<file path="src/rtl/fsbm_mb_sched.sv">
// fsbm_mb_sched
//   Macroblock-level sequencer for the full-search block-matching array.
//   For each macroblock it requests source data, holds en_init to the
//   24-cycle controller for INIT_CYCLES, runs ROWS_PER_MB row periods of
//   ROW_PERIOD cycles, drains the PE pipeline, then moves to the next
//   macroblock until the latched frame length is reached.
//
//   Optional feature macro: SCHED_ABORT_EN (adds abort / abort_ack).
//
// Ports
//   clk        clock
//   rst_n      synchronous active-low reset
//   start      frame start request, sampled only in IDLE
//   num_mb     macroblocks in frame, latched when start is accepted
//   src_valid  source memory has the next macroblock ready
//   abort      (SCHED_ABORT_EN) return to IDLE from any busy state
//   abort_ack  (SCHED_ABORT_EN) 1-cycle acknowledge of an abort
//   src_req    high while waiting for source data
//   en_init    init enable to the cycle controller
//   busy       high in every state except IDLE
//   mb_idx     current macroblock index, 0-based
//   row_idx    current row period within RUN (saturates at the last row)
//   mb_done    1-cycle pulse on the last drain cycle of each macroblock
//   done       1-cycle pulse when the frame completes
//
// state    | meaning
// ---------+-------------------------------------------------------------
// IDLE     | waiting for start
// WAIT_SRC | src_req high until source memory reports the macroblock ready
// INIT     | en_init high for INIT_CYCLES
// RUN      | ROWS_PER_MB row periods of ROW_PERIOD cycles
// DRAIN    | PE pipeline drain; mb_done on the last cycle

module fsbm_mb_sched #(
    parameter int INIT_CYCLES  = 73,
    parameter int ROW_PERIOD   = 24,
    parameter int ROWS_PER_MB  = 32,
    parameter int DRAIN_CYCLES = 4,
    parameter int MB_CNT_W     = 12
) (
    input  logic                clk,
    input  logic                rst_n,
    input  logic                start,
    input  logic [MB_CNT_W-1:0] num_mb,
    input  logic                src_valid,
`ifdef SCHED_ABORT_EN
    input  logic                abort,
    output logic                abort_ack,
`endif
    output logic                src_req,
    output logic                en_init,
    output logic                busy,
    output logic [MB_CNT_W-1:0] mb_idx,
    output logic [4:0]          row_idx,
    output logic                mb_done,
    output logic                done
);

    // One shared phase down-counter covers INIT, each row period and DRAIN.
    localparam int CNT_MAX0 = (INIT_CYCLES > ROW_PERIOD) ? INIT_CYCLES : ROW_PERIOD;
    localparam int CNT_MAX  = (CNT_MAX0 > DRAIN_CYCLES) ? CNT_MAX0 : DRAIN_CYCLES;
    localparam int CNT_W    = $clog2(CNT_MAX + 1);

    typedef enum logic [2:0] {
        S_IDLE,
        S_WAIT_SRC,
        S_INIT,
        S_RUN,
        S_DRAIN
    } state_t;

    state_t              state, state_n;
    logic [CNT_W-1:0]    cnt, cnt_n;
    logic [MB_CNT_W-1:0] num_mb_q, num_mb_n;
    logic [MB_CNT_W-1:0] mb_idx_n;
    logic [4:0]          row_idx_n;
    logic                src_req_n, en_init_n, busy_n, mb_done_n, done_n;
    logic                mb_last;
`ifdef SCHED_ABORT_EN
    logic                abort_ack_n;
`endif

    always_ff @(posedge clk) begin
        if (!rst_n) begin
            state    <= S_IDLE;
            cnt      <= '0;
            num_mb_q <= '0;
            mb_idx   <= '0;
            row_idx  <= '0;
            src_req  <= 1'b0;
            en_init  <= 1'b0;
            busy     <= 1'b0;
            mb_done  <= 1'b0;
            done     <= 1'b0;
`ifdef SCHED_ABORT_EN
            abort_ack <= 1'b0;
`endif
        end else begin
            state    <= state_n;
            cnt      <= cnt_n;
            num_mb_q <= num_mb_n;
            mb_idx   <= mb_idx_n;
            row_idx  <= row_idx_n;
            src_req  <= src_req_n;
            en_init  <= en_init_n;
            busy     <= busy_n;
            mb_done  <= mb_done_n;
            done     <= done_n;
`ifdef SCHED_ABORT_EN
            abort_ack <= abort_ack_n;
`endif
        end
    end

    always_comb begin
        state_n   = state;
        cnt_n     = cnt;
        num_mb_n  = num_mb_q;
        mb_idx_n  = mb_idx;
        row_idx_n = row_idx;
        done_n    = 1'b0;
        mb_last   = (mb_idx == num_mb_q - MB_CNT_W'(1));

        case (state)
            S_IDLE: begin
                if (start) begin
                    if (num_mb != '0) begin
                        num_mb_n  = num_mb;
                        mb_idx_n  = '0;
                        row_idx_n = '0;
                        state_n   = S_WAIT_SRC;
                    end else begin
                        done_n = 1'b1;
                    end
                end
            end
            S_WAIT_SRC: begin
                if (src_valid) begin
                    state_n = S_INIT;
                    cnt_n   = CNT_W'(INIT_CYCLES - 1);
                end
            end
            S_INIT: begin
                if (cnt == '0) begin
                    state_n = S_RUN;
                    cnt_n   = CNT_W'(ROW_PERIOD - 1);
                end else begin
                    cnt_n = cnt - CNT_W'(1);
                end
            end
            S_RUN: begin
                if (cnt == '0) begin
                    // Last row leaves row_idx at its final value (saturates).
                    if (row_idx == 5'(ROWS_PER_MB - 1)) begin
                        state_n = S_DRAIN;
                        cnt_n   = CNT_W'(DRAIN_CYCLES - 1);
                    end else begin
                        row_idx_n = row_idx + 5'd1;
                        cnt_n     = CNT_W'(ROW_PERIOD - 1);
                    end
                end else begin
                    cnt_n = cnt - CNT_W'(1);
                end
            end
            S_DRAIN: begin
                if (cnt == '0) begin
                    row_idx_n = '0;
                    if (mb_last) begin
                        state_n = S_IDLE;
                    end else begin
                        mb_idx_n = mb_idx + MB_CNT_W'(1);
                        state_n  = S_WAIT_SRC;
                    end
                end else begin
                    cnt_n = cnt - CNT_W'(1);
                end
            end
            default: state_n = S_IDLE;
        endcase

        // Registered pulses are decided from the state being entered, so
        // mb_done/done are visible during the final drain cycle itself.
        mb_done_n = (state_n == S_DRAIN) && (cnt_n == '0);
        done_n    = done_n | (mb_done_n & mb_last);

`ifdef SCHED_ABORT_EN
        abort_ack_n = 1'b0;
        if (abort && (state != S_IDLE)) begin
            state_n     = S_IDLE;
            cnt_n       = '0;
            row_idx_n   = '0;
            mb_done_n   = 1'b0;
            done_n      = 1'b0;
            abort_ack_n = 1'b1;
        end
`endif

        src_req_n = (state_n == S_WAIT_SRC);
        en_init_n = (state_n == S_INIT);
        busy_n    = (state_n != S_IDLE);
    end

endmodule

</file>
<file path="config.mk">
export PLATFORM = sky130hd
export DESIGN_NAME = fsbm_mb_sched
export DESIGN_NICKNAME = d
export VERILOG_FILES = /design/src/rtl/fsbm_mb_sched.sv
export SDC_FILE = /design/constraint.sdc
export NUM_CORES = 1
export LEC_CHECK = 0
export CAP_MARGIN = 10
export CORE_ASPECT_RATIO = 1.5
export CORE_MARGIN = 3
export CORE_UTILIZATION = 35
export DETAILED_ROUTE_END_ITERATION = 6
export PLACE_DENSITY = 0.66
export SKIP_CTS_REPAIR_TIMING = 1
export SLEW_MARGIN = 20
export SYNTH_ARGS = -nofsm -noshare
export SYNTH_HDL_FRONTEND = slang
export SYNTH_SLANG_ARGS = --single-unit
</file>
<file path="constraint.sdc">
create_clock -name clk -period 5.4 [get_ports clk]
set_input_delay 0.54 -clock clk [delete_from_list [all_inputs] [get_ports clk]]
set_output_delay 0.54 -clock clk [all_outputs]
set_load 0.005 [all_outputs]
</file>
* Word level (Yosys, flattened, before mapping)
Index checks and enable logic that the tools add are counted. W data, S select, Z words.
Cells by class: mux-type cells 29, reductions and logical operators 11, equal/unequal tests 15, bitwise operators 2, add/subtract/negate cells 4
Operators by type and width (number):
- $mux W12 | 4
- $mux W5 | 6
- $mux W7 | 4
- $pmux W7 S4 | 1
- $pmux W12 S2 | 1
- $mux W3 | 7
- $pmux W3 S5 | 1
- $pmux W5 S3 | 1
- $logic_not A7 Y1 | 2
- $add A12 B1 Y12 const B | 1
- $eq A12 B12 Y1 | 1
- $ne A2 B2 Y1 const B | 6
- $reduce_bool A12 Y1 | 1
- $sub A12 B1 Y12 const B | 1
- $eq A3 B2 Y1 const B | 3
- $sub A7 B1 Y7 const B | 1
- $eq A3 B1 Y1 const B | 2
- $eq A3 B3 Y1 const B | 2
- $reduce_and A6 Y1 | 1
- $reduce_bool A3 Y1 | 2
- $add A5 B1 Y5 const B | 1
- $eq A5 B5 Y1 const B | 1
- $reduce_and A5 Y1 | 1
- $mux W1 | 4
- 6 further kinds | 6
Storage, ports and cells: bits of input ports 16, output and inout bits 22, logic and storage cells 71, flip-flop bits (word level) 44

* Depth between registers and ports, before layout
Gate-level depths: netlist (run 1).
depth in word-level cells 9, mapped depth 11, gate-level depth less buffers 11

* Worst setup path before layout (run 1)
Ideal clock, no wire load.
path type register to register, start register cnt[0], end register mb_idx[10], buffers on the path 0, stages on the path, launching flop included 10, data required time 5.330 ns, path slack 2.814 ns, setup time 0.070 ns, clock period less this slack 2.586 ns, arrival time 2.516 ns, cells stage by stage dfxtp_1 -> inv_1 -> ha_1 -> or4b_4 -> nor3_4 -> a21o_4 -> nand2_4 -> or4_1 -> or3_1 -> a21oi_1
Between the ends: word-level cells in the longest chain between the ends 3
Ends and longest elaborated chain:
- from (decl) | line 73 | logic [CNT_W-1:0] cnt, cnt_n;
- from (signal assigned) | line 100 | cnt <= cnt_n;
- $logic_not A7 Y1 | line 166 | if (cnt == '0) begin
- $ne A2 B2 Y1 (no line)
- $reduce_and A5 Y1 (no line)
- to (signal assigned) | line 102 | mb_idx <= mb_idx_n;
- to (decl) | line 53 | output logic [MB_CNT_W-1:0] mb_idx,
Every way passes these cells. A chain may end at the register's enable or synchronous reset.

* Worst setup path in the final report (run 1)
start register cnt[0], end register done
Between the ends: word-level cells in the longest chain between the ends 7, elaborated cells between the ends (all ways) 16, those cells by class add/sub: 1; eq/ne: 1; mux: 9; bitwise: 2; reduce/logical: 3
Ends and longest elaborated chain:
- $sub A7 B1 Y7 / $logic_not A7 Y1 (equally long branches)
- $mux W7, or another cell as far along | line 166
- $pmux W7 S4 / $pmux W3 S5 (equally long branches) | line 124 | case (state)
- $logic_not A7 Y1 / $eq A3 B3 Y1 (equally long branches) | line 183 | mb_done_n = (state_n == S_DRAIN) && (cnt_n == '0);
- $logic_and A1 B1 Y1 * | line 183
- $and A1 B1 Y1 * | line 184 | done_n = done_n | (mb_done_n & mb_last);
- $or A1 B1 Y1 * | line 184
- to (signal assigned) | line 108 | done <= done_n;
- to (decl) | line 56 | output logic done
Every way passes the cells marked *; elsewhere a longest branch is shown, timed or not.

==> metrics.txt, run 1 <==
Post-DP HPWL 5645 um; Pwr per Cell Area 246.2 nW/um^2; Yosys cell types 60; Crit path largest cell delay 0.54 ns; top-count cell post-synth nor2_1; Yosys warnings 0; largest net degree at the start of global routing 30; Reg power frac 0.466; via count 2677; mux contribution to synthesized area 0.03395; layout cells sized above 1 0.06166; DRC 0; run status completed; gr usage total 0.1710; Routed wire per std cell 15.47 um; xor and xnor area share after synthesis 0.04809; clock network fraction of design power 0.268; Slew HR 0.3810; final setup TNS 0 ns; Synth async-reset ratio 0; worst vdd ir 139.5 uV; number of global-route vias before repair 2553; dpl cells 465; Root Driver clkbuf_8; switching power of the nets 0.2636 mW; fmax 335.5 MHz; P&R area growth vs syn 20.70%; Synth Area in Compound Gates 0.1999; Post-synth EDFFs 0; Finish-stage setup viols 0; mapped cell area 2654 sq um; fin util 0.4375; Final Hold Fails 0; CP Class reg -> reg; Core Rows 38; max-slew violation count 0; # IOs 38; fin nets 394; IO Port Bufs 37; Place WS 2.149 ns; Antenna Violating Nets Remaining 0; Arrival @ worst endpoint 3.22 ns; Critical Path Sink Type flip-flop; switching portion of total power 0.3343; period utilization 0.5520; worst-margin pin slew 0.9275 ns; max_cap viols 0; Core ar. 7322 sq um; initial drt markers 170; largest area contributor in the netlist dfxtp_1; Final Critical Period 2.981 ns; RSZ-0062 raised after global routing no; H-tree depth 2; Final Skew 0.01406 ns; initial core utilization 0.3624; Die Span Y 112.6 um; hold crit path type reg -> reg; Total Wirelength 7316 um; n_diodes 0; fin cells 473; # clock sinks 44; #FFs+latches synth 44; Skew-Pair Late Insertion Delay 0.30 ns; Synth area leaders dfxtp_1 33%, nor2_1 6.5%, a21oi_1 6.0%, nand2_1 4.0%, mux2i_1 3.4%; peak fanout along the critical path 7; first-pass GRT wire length 12080 um; average size of a mapped cell 7.828 sq um; Main synth FF type dfxtp_1; drt pass-1 iters 4; initial antenna violation count 0; CTS tree yes; RePlAce Congestion 0.9128; largest family of logic cells by synthesized area simple AND/OR/NAND/NOR gates; DIE WIDTH 77.10 um; Syn Nets 361; GRT overflow 0; critical path launch point type flip-flop; sequential area share after synthesis 0.3319; most frequent cells after synthesis 46 x nor2_1, 44 x dfxtp_1, 32 x a21oi_1, 28 x nand2_1, 17 x o21ai_0; clock-pin slew on the worst setup and hold paths 0.10 ns; Leak 1.223 nW; share of the synthesized area in the top cell type 0.3319; Synth Instances 339; CTS Buffer Depth 2; Simple-Gate Fraction of Synth Area 0.3253; die footprint 8684 sq um; Adder-Cell Fraction of Synth Area 0.02829; P_int 0.5250 mW; vias per inst 5.660; critical path required time 5.64 ns; Inserted Clock Buffers 5; CP max stage cell or4b_4; final worst slack 2.419 ns; part of the power in combinational logic 0.266; CP cell instances inv_1 -> ha_1 -> or4b_4 -> nor3_4 -> inv_1 -> ha_1 -> a221oi_1 -> nand4_1 -> a211oi_1 -> o2bb2ai_1
==> cells by family (layout without fill, tap and decap cells) <==
kind of cell	Yosys count	count (layout)
AOI/OAI and AO/OA	84	84
xor gates and xnor gates	13	13
adders and majority gates	6	6
buffers and inverters	21	55
DFF	44	44
muxes	9	9
and+or+nand+nor	162	162
==> metal layers <==
layer  wire length [um]  vias up  GRT usage
met2               3993       86     0.3254
li1                   -     1310          -
met5                  0        -          0
met3                285       17    0.02648
met4                184        0    0.07126
met1               2852     1264     0.1847
==> final timing paths <==
kind | slack [ns] | depth (start not counted) | endpoint | start
min | 0.50 | 2 | row_idx[4] | row_idx[4]
max reg2reg | 2.42 | 10 | done | cnt[0]
min reg2reg | 0.50 | 2 | row_idx[4] | row_idx[4]
max | 2.42 | 10 | done | cnt[0]
==> power by group through the flow <==
stage               clock (mW)  sequential, mW  combinational, mW
floorplan                    0           0.362              0.162
global placement             0           0.374              0.204
detailed placement           0           0.374              0.208
CTS                      0.219           0.367              0.209
global route             0.230           0.370              0.238
finish                   0.212           0.367              0.210
==> metrics by stage <==
stage	cell area (sq um)	power, mW	hold slack, ns
finish	3203	0.7886	0.4975
global route	3203	0.8376	0.5276
CTS	3203	0.7945	0.5036
detailed placement	3110	0.5822	0.4888
global placement	3110	0.5784	0.4797
floorplan	2654	0.5234	0.4599
==> cell usage in the layout, fill, tap and decap left out, types with 6 or more instances in the layout <==
cell,instances
a21oi_1,32
and3_1,6
clkdlybuf4s50_1,37
dfxtp_1,44
ha_1,6
inv_1,9
mux2i_1,9
nand2_1,28
nand2b_1,6
nand3_1,11
nor2_1,46
nor2b_1,7
nor3_1,7
nor4_1,7
o21ai_0,17
or3_1,7
or4_1,7
xor2_1,7
==> sequential cells by signal (all words and copies together) (netlist names) <==
register	flops
mb_done	1
src_req	1
done	1
num_mb_q	12
en_init	1
mb_idx	12
state	3
row_idx	5
cnt	7
busy	1
==> layout make-up <==
cell class | instances | area [sq um]
Sequential cell | 44 | 880.8
Clock buffer | 5 | 68.82
Multi-Input combinational cell | 274 | 1693
Tap cell | 100 | 125.1
Fill cell | 788 | 4119
Clock inverter | 3 | 23.77
Timing Repair Buffer | 38 | 377.9
Inverter | 9 | 33.78
==> critical path, delay by kind of cell, from the launching register on <==
kind                     cells  cell delay, ns
AND/OR/NAND/NOR              3            0.98
AO/OA/AOI/OAI                3            0.84
adder cells (fa/ha/maj)      2            0.54
flip-flops                   1            0.35
buffers and inverters        2            0.20
No activity file was read; power rests on OpenSTA's default activity.
==> run 2: changes to the inputs <==
--- a/config.mk
+++ b/config.mk
@@ -10,7 +10,7 @@
 export CORE_MARGIN = 3
 export CORE_UTILIZATION = 35
 export DETAILED_ROUTE_END_ITERATION = 6
-export PLACE_DENSITY = 0.66
+export PLACE_DENSITY = 0.68
 export SKIP_CTS_REPAIR_TIMING = 1
 export SLEW_MARGIN = 20
 export SYNTH_ARGS = -nofsm -noshare
==> constraint.sdc (replaced) <==
create_clock -name clk -period 2.7 [get_ports clk]
set_input_delay 0.27 -clock clk [delete_from_list [all_inputs] [get_ports clk]]
set_output_delay 0.27 -clock clk [all_outputs]
set_load 0.005 [all_outputs]
==> run 2 against run 1 <==
Die area unchanged. Clock skew decreased by 0.0045 ns. Global-route usage increased by 0.59 points. Critical path type unchanged. Largest cell class unchanged. Largest power group unchanged. Highest routed layer unchanged.
==> metrics.txt, run 2 (synthesis gave the netlist of run 1 again) <==
largest net degree at the start of global routing 16 (was 30); Crit path largest cell delay 0.53 ns (was 0.54 ns); initial drt markers 178 (was 170); Finish-stage setup viols 0 (unchanged); fmax 383.3 MHz (was 335.5 MHz); drt pass-1 iters 4 (unchanged); fin util 0.4769 (was 0.4375); RePlAce Congestion 0.9313 (was 0.9128); CP Class reg -> reg (unchanged); worst vdd ir 341.1 uV (was 139.5 uV); Largest regs mb_idx (12), num_mb_q (12), cnt (7) (unchanged); Post-DP HPWL 5876 um (was 5645 um); most common cell after layout, fill and taps aside nor2_1 (unchanged); GRT overflow 0 (unchanged); Slew HR 0.5355 (was 0.3810); critical path required time 2.94 ns (was 5.64 ns); critical path launch point type flip-flop (unchanged); peak fanout along the critical path 7 (unchanged); vias per inst 5.410 (was 5.660); Core ar. 7322 sq um (unchanged); run status completed (unchanged); H-tree depth 2 (unchanged); die footprint 8684 sq um (unchanged); Die Span Y 112.6 um (unchanged); CTS tree yes (unchanged); fin nets 426 (was 394); worst-margin pin slew 0.6904 ns (was 0.9275 ns); DIE WIDTH 77.10 um (unchanged); n_diodes 0 (unchanged); via count 2732 (was 2677); Final Skew 0.009538 ns (was 0.01406 ns); most frequent cells in the layout 46 x nor2_1, 44 x dfxtp_1, 37 x clkdlybuf4s50_1 (unchanged); RSZ-0062 raised after global routing yes (was no); number of global-route vias before repair 2716 (was 2553); # clock sinks 44 (unchanged); hold crit path type reg -> reg (unchanged); Final Hold Fails 0 (unchanged); DRC 0 (unchanged); Antenna Violating Nets Remaining 0 (unchanged); worst hold margin 0.4976 ns (was 0.4975 ns); Pwr per Cell Area 512.6 nW/um^2 (was 246.2 nW/um^2); P&R area growth vs syn 31.59% (was 20.70%); # IOs 38 (unchanged); max-slew violation count 0 (unchanged); Root Driver clkbuf_8 (unchanged); Final Critical Period 2.609 ns (was 2.981 ns); layout cells sized above 1 0.1481 (was 0.06166); total power 1.790 mW (was 0.7886 mW); CP cell instances inv_1 -> ha_1 -> or4b_4 -> nor3_4 -> a21o_4 -> nand2_4 -> or4_1 -> or3_1 -> a21oi_1 (was inv_1 -> ha_1 -> or4b_4 -> nor3_4 -> inv_1 -> ha_1 -> a221oi_1 -> nand4_1 -> a211oi_1 -> o2bb2ai_1); Arrival @ worst endpoint 2.85 ns (was 3.22 ns); initial antenna violation count 0 (unchanged); Total Wirelength 7504 um (was 7316 um); first-pass GRT wire length 12550 um (was 12080 um); Skew-Pair Late Insertion Delay 0.30 ns (about the same); max_cap viols 0 (unchanged); Leak 1.407 nW (was 1.223 nW); Inserted Clock Buffers 5 (unchanged); CTS Buffer Depth 2 (unchanged); initial core utilization 0.3624 (unchanged); clock-pin slew on the worst setup and hold paths 0.09 ns (was 0.10 ns); Critical Path Sink Type flip-flop (unchanged); CP max stage cell or4_1 (was or4b_4); IO Port Bufs 37 (unchanged); gr usage total 0.1768 (was 0.1710); Core Rows 38 (unchanged); period utilization 0.9664 (was 0.5520); Routed wire per std cell 14.86 um (was 15.47 um)
run 2: cell types whose count changed in the layout (fill, tap and decap cells not counted), sizes merged:
cell,previous run,this run
buf,1,33
clkinvlp,2,0
clkbuf,5,6
bufinv,0,1
run 2: layout make-up:
class                      instances  area [sq um]
sequential                        44         880.8
clock buffer                       6         82.58
tap                              100         125.1
inverter                           9         33.78
fill                             734          3830
multi-input combinational        274          1713
clock inverter                     2         38.79
timing repair buffer              70         618.1
run 2: report_power, final:
group / switching (mW) / internal (mW) / total (mW)
logic: 0.271 / 0.256 / 0.528
registers: 0.0440 / 0.683 / 0.727
clock network: 0.233 / 0.303 / 0.536
total: 0.548 / 1.24 / 1.79
run 2: final timing paths:
check	from	end	slack (ns)	cells after the start
max	cnt[1]	mb_idx[10]	0.09	9
min	row_idx[4]	row_idx[4]	0.50	2
max reg2reg	cnt[1]	mb_idx[10]	0.09	9
min reg2reg	row_idx[4]	row_idx[4]	0.50	2
run 2: metal layers:
layer / wire length [um] / GRT usage
met5: 0 / 0
met4: 240 / 0.08907
met3: 257 / 0.02568
met2: 4096 / 0.3376
met1: 2909 / 0.1848
run 2: worst max-delay path, delay by kind of cell, from the launching register on:
kind	cells	cell delay (ns)
buffers and inverters	1	0.06
AND/OR/NAND/NOR	5	1.69
AO/OA/AOI/OAI	2	0.32
flip-flops	1	0.34
adder cells (fa/ha/maj)	1	0.15
run 2: per-stage QoR:
stage / std cells / instance area, sq um / worst slack [ns] / TNS (ns)
4_1_cts: 503 / 3457 / 0.0005052 / 0
6_report: 505 / 3492 / 0.09075 / 0
5_1_grt: 505 / 3492 / -0.06454 / -0.09870
2_1_floorplan: 339 / 2654 / 0.1141 / 0
3_3_place_gp: 495 / 3336 / 0.03508 / 0
3_5_place_dp: 495 / 3336 / 0.0001559 / 0
